$ cat config.mk
export PLATFORM = sky130hd
export DESIGN_NAME = dct_mac_sequencer
export DESIGN_NICKNAME = d
export VERILOG_FILES = /design/src/rtl/dct_mac_sequencer.sv
export SDC_FILE = /design/constraint.sdc
export NUM_CORES = 1
export LEC_CHECK = 0
export CAP_MARGIN = 20
export CORE_MARGIN = 5
export CORE_UTILIZATION = 43
export DETAILED_ROUTE_END_ITERATION = 8
export GPL_ROUTABILITY_DRIVEN = 1
export GPL_TIMING_DRIVEN = 1
export PLACE_DENSITY_LB_ADDON = 0.15
export RECOVER_POWER = 25
export SYNTH_ARGS = -nofsm -noshare
export SYNTH_HDL_FRONTEND = slang
export SYNTH_SLANG_ARGS = --single-unit
$ cat constraint.sdc
create_clock -name clk -period 1.7 [get_ports clk]
set_clock_uncertainty 0.15 [all_clocks]
set_input_delay 0.34 -clock clk [delete_from_list [all_inputs] [get_ports clk]]
set_output_delay 0.34 -clock clk [all_outputs]
set_load 0.02 [all_outputs]
$ cat src/rtl/dct_mac_sequencer.sv
// Sequences one 8-tap DCT multiply-accumulate unit over 8 coefficients,
// waits out the MAC pipeline and hands each result downstream.
module dct_mac_sequencer #(
  parameter int MAC_LAT = 2
) (
  input  logic       clk,
  input  logic       rst,
  input  logic       ena,
  input  logic       blk_valid,
  output logic       blk_ready,
  output logic       mac_ena,
  output logic       mac_clr,
  output logic [2:0] coef_row,
  output logic [2:0] coef_col,
  output logic       res_valid,
  input  logic       res_ready,
  output logic [2:0] res_idx,
  output logic       res_last,
  output logic       done
);

  typedef enum logic [1:0] {
    IDLE,
    ACCUM,
    DRAIN,
    HOLD
  } state_t;

  localparam logic [2:0] LAT3 = 3'(MAC_LAT);

  state_t     state_q, state_d;
  logic [2:0] row_q, row_d;
  logic [2:0] tap_q, tap_d;
  logic [2:0] drn_q, drn_d;
  logic       done_q, done_d;

  always_comb begin
    state_d = state_q;
    row_d   = row_q;
    tap_d   = tap_q;
    drn_d   = drn_q;
    done_d  = done_q;
    if (ena) begin
      done_d = 1'b0;
      unique case (state_q)
        IDLE: begin
          if (blk_valid) begin
            row_d   = 3'd0;
            tap_d   = 3'd0;
            state_d = ACCUM;
          end
        end
        ACCUM: begin
          if (tap_q == 3'd7) begin
            drn_d   = LAT3;
            state_d = DRAIN;
          end else begin
            tap_d = tap_q + 3'd1;
          end
        end
        DRAIN: begin
          drn_d = drn_q - 3'd1;
          if (drn_q == 3'd1) state_d = HOLD;
        end
        HOLD: begin
          if (res_ready) begin
            if (row_q == 3'd7) begin
              done_d  = 1'b1;
              state_d = IDLE;
            end else begin
              row_d   = row_q + 3'd1;
              tap_d   = 3'd0;
              state_d = ACCUM;
            end
          end
        end
      endcase
    end
  end

  always_ff @(posedge clk) begin
    if (rst) begin
      state_q <= IDLE;
      row_q   <= 3'd0;
      tap_q   <= 3'd0;
      drn_q   <= 3'd0;
      done_q  <= 1'b0;
    end else begin
      state_q <= state_d;
      row_q   <= row_d;
      tap_q   <= tap_d;
      drn_q   <= drn_d;
      done_q  <= done_d;
    end
  end

  // MAC strobes are the only outputs that see ena directly
  assign mac_ena   = ena && (state_q == ACCUM);
  assign mac_clr   = mac_ena && (tap_q == 3'd0);
  assign blk_ready = !rst && (state_q == IDLE);
  assign coef_row  = row_q;
  assign coef_col  = tap_q;
  assign res_valid = (state_q == HOLD);
  assign res_idx   = row_q;
  assign res_last  = (state_q == HOLD) && (row_q == 3'd7);
  assign done      = done_q;

endmodule

# ---- Yosys cells after proc, flatten, opt, wreduce, memory -nomap -nowiden
# Cells that the tools add are included.
dict set report op_classes {
  eq_ne 12
  n_addsub 3
  mux 19
  reduce_logical 14
}
# operator n
set ops {}
lappend ops {{2-to-1 mux 3 bit} 7}
lappend ops {{one-hot mux 3 bit (2 select lines)} 2}
lappend ops {{inequality test 2 bit (second input constant)} 5}
lappend ops {{AND reduction 5 bit} 2}
lappend ops {{one-hot mux 3 bit (3 select lines)} 1}
lappend ops {{2-to-1 mux 2 bit} 4}
lappend ops {{one-hot mux 2 bit (4 select lines)} 1}
lappend ops {{adder 3 x 1 -> 3 bit (second input constant)} 2}
lappend ops {{equality test 3 bit (second input constant)} 2}
lappend ops {{AND reduction 6 bit} 1}
lappend ops {{equality test 2 bit (second input constant)} 2}
lappend ops {{logical AND 1 bit} 4}
lappend ops {{2-to-1 mux 1 bit} 4}
lappend ops {{nonzero test 2 bit} 2}
lappend ops {{equality test 3 x 1 -> 1 bit (second input constant)} 1}
lappend ops {{logical NOT 3 bit} 1}
lappend ops {{AND reduction 3 bit} 1}
lappend ops {{nonzero test 3 bit} 1}
lappend ops {{subtractor 3 x 1 -> 3 bit (second input constant)} 1}
lappend ops {{equality test 2 x 1 -> 1 bit (second input constant)} 1}
lappend ops {{logical NOT 2 bit} 1}
lappend ops {{inequality test 2 x 1 -> 1 bit (second input constant)} 1}
lappend ops {{logical NOT 1 bit} 1}
dict set report word_totals {
  word_cells 53
  out_inout_bits 15
  regBits 12
  in_bits 5
}

# ---- Depth between registers and ports, before layout
dict set report depth {
  depth_word 4
  mapped_depth 6
  ltp_nobuf 6
}

# ---- Worst setup path before layout
# OpenSTA, ideal clock, no wires.
dict set report synth_path {
  path_type {reg-to-output}
  startpoint {register state_q[1]}
  endpoint {output mac_clr}
  required_ps 1210
  path_slack_ps -35
  n_path_buf 0
  arrival_time_ps 1245
  path_stages_with_launch 5
  cell_sequence {dfxtp_1 -> inv_1 -> ha_1 -> and2_1 -> and3b_1}
}
dict set report synth_via {
  elab_chain_cells 3
}
# element line_no
set synth_rtl {}
lappend synth_rtl {{start, declared} 31} ;# state_t state_q, state_d;
lappend synth_rtl {{start signal, assigned} 89} ;# state_q <= state_d;
lappend synth_rtl {{equality test 2 x 1 -> 1 bit} 98} ;# assign mac_ena = ena && (state_q == ACCUM);
lappend synth_rtl {{logical AND 1 bit} 98}
lappend synth_rtl {{net mac_ena} 11} ;# output logic mac_ena,
lappend synth_rtl {{logical AND 1 bit} 99} ;# assign mac_clr = mac_ena && (tap_q == 3'd0);
lappend synth_rtl {{end, declared} 12} ;# output logic mac_clr,
# The timed path passes the listed nets, and every way through them passes these cells.

# ---- Worst setup path in the final report
dict set report layout_path {
  startpoint {input ena}
  endpoint {output mac_clr}
}
dict set report layout_via {
  elab_chain_cells 2
}
# element line_no
set layout_rtl {}
lappend layout_rtl {{start, declared} 8} ;# input logic ena,
lappend layout_rtl {{logical AND 1 bit} 98}
lappend layout_rtl {{logical AND 1 bit} 99}
# Every way passes these cells.

==> metrics.json <==
{
  "ctsRootBufferMaster": "sky130_fd_sc_hd__clkbuf_4",
  "vias": 812,
  "route.final.wire_length_um": 2260,
  "clk_pin_slew_worst_paths_ns": 0.09,
  "worstPathBufferInverterCount": 2,
  "synth_top_area_share_pct": 29.7,
  "multiInputGateArea_um2": 673,
  "tritoncts": "built",
  "critical_path.endpoint_type": "output port",
  "global_route_wire_length_before_repair_um": 3670,
  "io-pin-count": 20,
  "post_layout_nonfiller_instances": 155,
  "fillers": 112,
  "regToRegSetupSlack_ns": -0.04,
  "ys_ff_latch": 12,
  "p_leak_nw": 0.611,
  "cts_buffers": 3,
  "p_sw_share_pct": 31.4,
  "max_ir_drop_vdd_v": 0.000550,
  "setup_violations": 4,
  "fmax_mhz": 556,
  "global_route.usage.total_pct": 17.9,
  "htree_num_levels": 1,
  "clock_latency_ns": 0.29,
  "critical-path-slowest-cell": "sky130_fd_sc_hd__dlygate4sd2_1",
  "placementRows": 15,
  "antenna_left": 0,
  "cts.hold.buffers_added": 0,
  "finalWeightedCongestion": 0.775,
  "synthTopCellsByArea": "sky130_fd_sc_hd__dfxtp_1, sky130_fd_sc_hd__ha_1, sky130_fd_sc_hd__inv_1, sky130_fd_sc_hd__nor2b_1, sky130_fd_sc_hd__buf_4",
  "crit_path_cell_trace": "dlygate4sd2_1 -> and2_4 -> and3b_2 -> buf_6",
  "layout-area-overhead-vs-synth_pct": 73.2,
  "fp.dieH_um": 53.4,
  "fin_crit_sh_pct": 106,
  "dp_hpwl_um": 1500,
  "floorplan.die_area_um2": 2850,
  "worst_ep_arrival_time_ns": 1.31,
  "cpPeakStageDelay_ns": 0.45,
  "grt_setup_unrepaired": "yes",
  "power_share_of_the_combinational_group_pct": 36.3,
  "critical_path_required_ns": 1.21,
  "power.clock.fraction_pct": 28.1,
  "setup.worst_path.class": "in -> out",
  "syn-mean-instance-area_um2": 9.08,
  "hold_path.class": "reg -> reg",
  "post_drt_via_cell_ratio": 5.24,
  "drive_above_1_share_pct": 52.3,
  "netlist-cell-type-count": 36,
  "final_critical_delay_including_setup_and_external_delays_ns": 1.80,
  "worst_slew_pin_tran_ns": 0.409,
  "sequential_share_of_power_pct": 35.7,
  "cpLargestDelayFamily": "buffers and inverters",
  "p_per_area_nw_per_um2": 602,
  "seq_area_frac_synth_pct": 29.7,
  "cp_max_fo": 8,
  "1st_iter_drt_viols": 11,
  "drt-wirelength-per-cell_um": 14.6,
  "detailed_router_iteration_count_before_antenna_repair": 2,
  "yosysWarningCount": 0,
  "io_buffer_count": 19,
  "number_of_antenna_violations_at_the_first_check_in_global_routing": 0,
  "design.final.nets": 148,
  "floorplan.initialDensity_pct": 45.8,
  "max_cap_violations": 0,
  "relSlewSlack_pct": 72.7,
  "antennaDiodeCount": 0,
  "route.detailed.drc": 0,
  "grt_pass1_vias": 852,
  "place_inst": 149,
  "syn_inst": 89,
  "result_of_the_run": "finished, violations left",
  "synthesis.area_um2": 808,
  "die_w_um": 53.4,
  "clock_tree.buffer_depth": 2,
  "synth_top_area_cell": "sky130_fd_sc_hd__dfxtp_1",
  "synth_fp_nets": 106,
  "violated_checks": "setup timing",
  "final_core_utilization_pct": 79.4,
  "p_int_w": 0.000579,
  "clock-sinks": 12,
  "sequential_cell_area_um2": 249,
  "slew_violations": 0,
  "switching_power_w": 0.000264,
  "report.final.hold_viol_count": 0,
  "timing.critical_path.from_type": "input pin",
  "maximum_number_of_pins_on_one_net_before_global_route_repair": 14,
  "floorplan.core_area_um2": 1760,
  "remaining_overflow_grt": 0,
  "detailedPlace.worstSlack_ns": -0.693,
  "finalWorstSetupSlack_ns": -0.0999
}
worst paths after layout:
| kind | start | endpoint | depth (start not counted) |
|---|---|---|---|
| worst max-delay path | ena | mac_clr | 4 |
| worst min register to register | done | done | 2 |
| worst min-delay path | done | done | 2 |
| worst max register to register | state_q[0] | coef_col[2] | 8 |
metal layers:
metal	track usage, %	up-vias	share of wire (%)
li1	-	395	-
met1	18.7	393	39
met2	32.4	18	55
met3	5.35	6	4.1
met4	7.66	0	2.1
met5	0	-	0
tightest hold or removal path, cell delays in order (launching register included):
cell,delay [ns]
sky130_fd_sc_hd__dfxtp_1,0.32
sky130_fd_sc_hd__nand2b_1,0.07
sky130_fd_sc_hd__a21oi_1,0.07
cell usage after synthesis:
master	n
sky130_fd_sc_hd__o31ai_1	1
sky130_fd_sc_hd__o221a_1	1
sky130_fd_sc_hd__and2_1	2
sky130_fd_sc_hd__clkbuf_1	1
sky130_fd_sc_hd__nor2b_4	1
sky130_fd_sc_hd__o2111ai_1	1
sky130_fd_sc_hd__o211ai_1	1
sky130_fd_sc_hd__a21oi_1	4
sky130_fd_sc_hd__a211oi_2	1
sky130_fd_sc_hd__nor2b_1	4
sky130_fd_sc_hd__buf_4	3
sky130_fd_sc_hd__nand2b_1	2
sky130_fd_sc_hd__and3b_1	1
sky130_fd_sc_hd__nor3_1	2
sky130_fd_sc_hd__or2_1	1
sky130_fd_sc_hd__a311oi_1	2
sky130_fd_sc_hd__nor2_1	6
sky130_fd_sc_hd__a21oi_2	2
sky130_fd_sc_hd__a211oi_1	1
sky130_fd_sc_hd__dfxtp_1	12
sky130_fd_sc_hd__o21ai_1	1
sky130_fd_sc_hd__inv_2	1
sky130_fd_sc_hd__a31o_2	1
sky130_fd_sc_hd__o21a_2	1
sky130_fd_sc_hd__inv_1	9
sky130_fd_sc_hd__o21ai_0	1
sky130_fd_sc_hd__a41o_1	1
sky130_fd_sc_hd__ha_1	12
sky130_fd_sc_hd__nand2_1	3
sky130_fd_sc_hd__o2111ai_2	1
sky130_fd_sc_hd__or2_2	1
sky130_fd_sc_hd__and4_2	1
sky130_fd_sc_hd__a22oi_1	2
sky130_fd_sc_hd__nand3_1	2
sky130_fd_sc_hd__o21a_1	1
sky130_fd_sc_hd__mux2i_1	2
cells in the final DEF (no fill, tap or decap), drive strengths merged, types with 2 or more instances in the layout:
cell type	n
a211oi	2
a21oi	6
a22oi	2
a311oi	2
and2	2
buf	27
clkbuf	4
clkdlybuf4s50	3
dfxtp	12
dlygate4sd2	11
ha	12
inv	10
mux2i	2
nand2	3
nand2b	2
nand3	2
nor2	6
nor2b	5
nor3	2
o2111ai	2
o21a	2
o21ai	2
or2	2
cell type report:
type                       count  share of cell area (%)
multi-input combinational     63                    48.1
sequential                    12                    17.8
tap                           25                    2.23
timing repair buffer          41                    26.3
inverter                      10                    3.04
clock buffer                   4                    2.59
power by group through the flow:
stage	combinational, W	sequential (W)	clock (W)
global route	0.000330	0.000303	0.000263
floorplan	0.000117	0.000307	0
global placement	0.000214	0.000303	0
finish	0.000306	0.000301	0.000237
CTS	0.000253	0.000299	0.000241
detailed placement	0.000218	0.000304	0
logic make-up after synthesis:
logic type                 synth area share, %
DFF                                       29.7
and+or+nand+nor                           18.4
adders and majority gates                 18.6
muxes                                     2.48
AOI/OAI and AO/OA                         22.9
buffers and inverters                     7.89
per-stage QoR:
stage / total power [W] / TNS [ns] / cell area (um2) / hold slack, ns
global route: 0.000896 / -0.512 / 1400 / 0.380
finish: 0.000843 / -0.170 / 1400 / 0.354
CTS: 0.000793 / -0.139 / 1290 / 0.343
floorplan: 0.000424 / 0 / 815 / 0.317
detailed placement: 0.000522 / -2.59 / 1160 / 0.332
global placement: 0.000517 / -2.44 / 1160 / 0.308
sequential cells by signal, summed over array words and instances, names as in the netlist:
register / cells
state_q: 2
drn_q: 3
coef_col: 3
done: 1
coef_row: 3
what timing repair did:
action,4_1_cts,5_1_grt
setup endpoints to repair,24,13
buffers inserted,0,2
pin swaps,5,13
gates resized for setup,61,22
hold endpoints to repair,0,0
Power figures use the tool's default switching activity.
